File: config.mk
export PLATFORM = sky130hd
export DESIGN_NAME = dmem_arbiter
export DESIGN_NICKNAME = d
export VERILOG_FILES = /design/src/rtl/dmem_arb_pkg.sv /design/src/rtl/dmem_arbiter.sv
export SDC_FILE = /design/constraint.sdc
export NUM_CORES = 1
export LEC_CHECK = 0
export ABC_AREA = 1
export CAP_MARGIN = 20
export CORE_AREA = 2 2 115 117
export DETAILED_ROUTE_END_ITERATION = 6
export DIE_AREA = 0 0 117 119
export PLACE_DENSITY = 0.6
export SLEW_MARGIN = 40
export SYNTH_ARGS = -nofsm -noshare
export SYNTH_HDL_FRONTEND = slang
export SYNTH_SLANG_ARGS = --single-unit
File: constraint.sdc
create_clock -name clk -period 1.9 [get_ports clk]
set_clock_uncertainty 0.1 [all_clocks]
set_input_delay 0.38 -clock clk [delete_from_list [all_inputs] [get_ports clk]]
set_output_delay 0.38 -clock clk [all_outputs]
set_load 0.01 [all_outputs]
File: src/rtl/dmem_arb_pkg.sv
// Shared types and sizing helpers for the data-memory port arbiter.
package dmem_arb_pkg;

   typedef enum logic {
      CPU_OWN = 1'b0,
      DMA_OWN = 1'b1
   } arb_state_e;

   localparam int unsigned DEF_MAX_WAIT = 8;
   localparam int unsigned DEF_BURST    = 4;

   function automatic int unsigned wait_cnt_w(input int unsigned max_wait);
      return (max_wait < 1) ? 1 : $clog2(max_wait + 1);
   endfunction

   // A one-beat burst still needs a 1-bit counter to keep the vector legal.
   function automatic int unsigned burst_cnt_w(input int unsigned burst);
      return (burst <= 1) ? 1 : $clog2(burst);
   endfunction

endpackage

File: src/rtl/dmem_arbiter.sv
// CPU/DMA arbiter for the single DataMemory port; zero added latency on served accesses.
// CPU owns the port by default, DMA gets bounded bursts; refused CPU accesses raise cpu_stall.
import dmem_arb_pkg::*;

module dmem_arbiter #(
   parameter int unsigned MAX_WAIT = DEF_MAX_WAIT,
   parameter int unsigned BURST    = DEF_BURST
) (
   input  logic        clk,
   input  logic        reset,
   input  logic        cpu_read,
   input  logic        cpu_write,
   input  logic [31:0] cpu_address,
   input  logic [31:0] cpu_write_data,
   output logic [31:0] cpu_read_data,
   output logic        cpu_stall,
   input  logic        dma_req,
   input  logic        dma_write,
   input  logic [31:0] dma_address,
   input  logic [31:0] dma_write_data,
   output logic [31:0] dma_read_data,
   output logic        dma_ack,
   output logic        mem_read,
   output logic        mem_write,
   output logic [31:0] mem_address,
   output logic [31:0] mem_write_data,
   input  logic [31:0] mem_read_data
);

   localparam int unsigned WW = wait_cnt_w(MAX_WAIT);
   localparam int unsigned BW = burst_cnt_w(BURST);
   localparam logic [WW-1:0] WAIT_LIMIT = WW'(MAX_WAIT);
   localparam logic [BW-1:0] BURST_LAST = BW'(BURST - 1);

   arb_state_e    state_q, state_d;
   logic [WW-1:0] wait_cnt_q, wait_cnt_d;
   logic [BW-1:0] burst_cnt_q, burst_cnt_d;
   logic          cpu_acc;

   assign cpu_acc = cpu_read | cpu_write;

   always_ff @(posedge clk) begin
      if (reset) begin
         state_q     <= CPU_OWN;
         wait_cnt_q  <= '0;
         burst_cnt_q <= '0;
      end else begin
         state_q     <= state_d;
         wait_cnt_q  <= wait_cnt_d;
         burst_cnt_q <= burst_cnt_d;
      end
   end

   always_comb begin
      state_d     = state_q;
      wait_cnt_d  = wait_cnt_q;
      burst_cnt_d = burst_cnt_q;
      case (state_q)
         CPU_OWN: begin
            if (!dma_req)
               wait_cnt_d = '0;
            else if (wait_cnt_q < WAIT_LIMIT)
               wait_cnt_d = wait_cnt_q + 1'b1;
            // The current CPU access still completes; the handover takes effect next cycle.
            if (dma_req && (!cpu_acc || wait_cnt_q >= WAIT_LIMIT)) begin
               state_d     = DMA_OWN;
               wait_cnt_d  = '0;
               burst_cnt_d = '0;
            end
         end
         DMA_OWN: begin
            wait_cnt_d = '0;
            if (dma_req)
               burst_cnt_d = burst_cnt_q + 1'b1;
            if (!dma_req || burst_cnt_q == BURST_LAST)
               state_d = CPU_OWN;
         end
         default: state_d = CPU_OWN;
      endcase
   end

   always_comb begin
      mem_read       = 1'b0;
      mem_write      = 1'b0;
      mem_address    = cpu_address;
      mem_write_data = cpu_write_data;
      dma_ack        = 1'b0;
      cpu_stall      = 1'b0;
      case (state_q)
         CPU_OWN: begin
            mem_read  = cpu_read;
            mem_write = cpu_write;
         end
         DMA_OWN: begin
            mem_read       = dma_req & ~dma_write;
            mem_write      = dma_req & dma_write;
            mem_address    = dma_address;
            mem_write_data = dma_write_data;
            dma_ack        = dma_req;
            cpu_stall      = cpu_acc;
         end
         default: ;
      endcase
      // Reset aborts any in-flight beat so nothing commits during the reset cycle.
      if (reset) begin
         mem_read  = 1'b0;
         mem_write = 1'b0;
         dma_ack   = 1'b0;
         cpu_stall = 1'b0;
      end
   end

   assign cpu_read_data = mem_read_data;
   assign dma_read_data = mem_read_data;

endmodule
==> flow_summary.ini <==
[clocking]
cts_buffers = 3
cts.clk_slew.worst_paths_ps = 40
cts_tree = built
holdBufCountCts = 0
cts_htree_levels = 1
clockBufferDepth = 2
cts_root_buffer = clkbuf_16
clock_latency_ps = 230
clkSinkCount = 7

[cells_and_area]
multi_input_area_um2 = 893
fin_area_um2 = 3400
n_antenna_cell = 0
final_util = 0.264
layout-drive-gt1-share = 0.0400
instances_no_fill = 626
area_growth_syn_to_layout_pct = 103
fillers = 1428
fin_nets = 620
register_area_um2 = 144
mostFrequentLayoutCell = nand2_1
most-common-layout-cells = nand2_1 (198), clkdlybuf4s50_1 (131), dlygate4sd2_1 (68), inv_1 (7), nor2_1 (7)

[pwr]
p_comb_frac = 0.552
intPower_w = 0.000829
seqPwrFrac = 0.135
p_leak_nw = 1.69
swShare = 0.279
vdd_ir_drop_max_mv = 0.486
clock_power_share = 0.313
power_density_nw_per_um2 = 339
p_sw_w = 0.000321

[timing]
tightest_slew_ps = 231
slew_headroom = 0.846
setup_viol_count_final = 0
fmax_mhz = 540
slew_viol_final = 0
hold_viol_final = 0
min_period_ps = 1850
grt_setup_unrepaired = no
fin_crit_sh = 0.975

[global_route]
grt_overflow = 0
grt_pass1_wl_mm = 9.36
antenna_found_initial = 0
grt_max_degree = 35
grt_pass1_vias = 2181
grt_usage = 0.0811

[setup_path]
arrival_ps = 1370
crit_chain = clkdlybuf4s50_1 -> a22o_1 -> dlygate4sd2_1
critPathMaxStageDelay_ps = 470
cp.required_ps = 1420
cp_slowest_cell = clkdlybuf4s50_1
endpoint_kind = primary output
cp_max_fo = 3
critical-path-top-delay-family = buffers and inverters
critical_path_class = in2out
cp-start-kind = primary input
crit_buf_inv = 2

[yosys]
synth_cell_type_count = 19
synth.net_count = 484
syn_area_um2 = 1680
synth_seq_cells = 7
yosys_warnings = 0
syn_inst = 315
postSynthAreaPerCell_um2 = 5.32
synth-seq-area-share = 0.0836

[route]
vias = 2274
ant_nets = 0
wl_per_cell_um = 10.3
via_per_inst = 3.63
first_pass_iters = 4
remaining_drc_errors = 0
drtIter0Drc = 68
wl_mm = 6.43

[floorplan]
pin_count = 298
fp-row-count = 42
dieArea_um2 = 13900
coreArea_um2 = 12900
die_x_um = 117
initial_core_util = 0.130
die_y_um = 119

[place]
numPortBuffers = 201
post-dp-hpwl_mm = 5.49
place.gp.congestion = 0.706
placedCellCount = 621
placed_area_um2 = 3390

[run]
cap_violations = 0

[hold_path]
hold_class = reg2reg

[status]
outcome = finished clean
==> logic make-up after synthesis <==
family                   synth area share
AND/OR/NAND/NOR                     0.478
buffers and inverters               0.386
AO/OA/AOI/OAI                      0.0246
flip-flops                         0.0836
adder cells (fa/ha/maj)            0.0224
XOR/XNOR                          0.00523
==> worst paths after layout <==
check | startpoint | endpoint | slack, ps | depth (start not counted)
worst max register to register | state_q$_SDFF_PP0_ | wait_cnt_q[1]$_SDFFE_PP0P_ | 770 | 5
worst min register to register | wait_cnt_q[0]$_SDFFE_PP0P_ | wait_cnt_q[0]$_SDFFE_PP0P_ | 360 | 1
worst min-delay path | wait_cnt_q[0]$_SDFFE_PP0P_ | wait_cnt_q[0]$_SDFFE_PP0P_ | 360 | 1
worst max-delay path | cpu_write | mem_write | 50 | 3
==> cells in the mapped netlist <==
master / instances / area [µm²]
xnor2_1: 1 / 8.76
buf_2: 1 / 5.00
o21ai_0: 3 / 15.0
nand3_1: 1 / 5.00
nand2_1: 199 / 747
a21oi_1: 2 / 10.0
a22o_1: 1 / 8.76
nor2_2: 1 / 6.26
buf_6: 10 / 113
nor2_1: 8 / 30.0
nand3b_1: 1 / 7.51
inv_1: 7 / 26.3
nor3_1: 1 / 5.00
inv_2: 1 / 3.75
clkbuf_1: 1 / 3.75
ha_1: 3 / 37.5
o31ai_1: 1 / 7.51
dfxtp_1: 7 / 140
buf_4: 66 / 495
==> power by group through the flow <==
stage	Clock, W	Sequential, W	Combinational, W
2_1_floorplan	0	0.000156	0.000342
3_3_place_gp	0	0.000158	0.000711
3_5_place_dp	0	0.000158	0.000718
4_1_cts	0.000364	0.000155	0.000643
5_1_grt	0.000376	0.000156	0.000693
6_report	0.000360	0.000155	0.000635
==> final cells by class <==
cell class	count	area share
clock buffers	4	0.0232
flip-flops and latches	7	0.0424
well taps	176	0.0648
inverters	8	0.00958
repair buffers	209	0.597
multi-input cells	222	0.263
==> what timing repair did <==
| action | 4_1_cts | 5_1_grt |
|---|---|---|
| setup endpoints to repair | 68 | 2 |
| pin swaps | 1 | 0 |
| gates resized for setup | 77 | 4 |
| buffers inserted | 1 | 0 |
==> state kept, by name, indices dropped and copies added, names as in the netlist <==
signal and cells:
burst_cnt_q 2, wait_cnt_q 4, state_q 1
==> metal layers <==
| layer | part of all wire | wire (µm) | track usage | vias up |
|---|---|---|---|---|
| met5 | 0 | 0 | 0 | - |
| met3 | 0.13 | 852 | 0.0331 | 25 |
| li1 | - | - | - | 1143 |
| met2 | 0.47 | 3040 | 0.145 | 147 |
| met1 | 0.36 | 2290 | 0.0789 | 959 |
| met4 | 0.037 | 240 | 0.0419 | 0 |
==> through the flow <==
| stage | worst slack (ps) | hold slack, ps | total power (W) | setup TNS [ps] |
|---|---|---|---|---|
| after floorplan | 514 | 330 | 0.000498 | 0 |
| after global placement | -420 | 342 | 0.000868 | -5590 |
| after detailed placement | -431 | 356 | 0.000876 | -6060 |
| after CTS | 7.59 | 362 | 0.00116 | 0 |
| after global routing | 19.9 | 387 | 0.00122 | 0 |
| final | 47.6 | 360 | 0.00115 | 0 |
(Power assumes the default switching activity.)
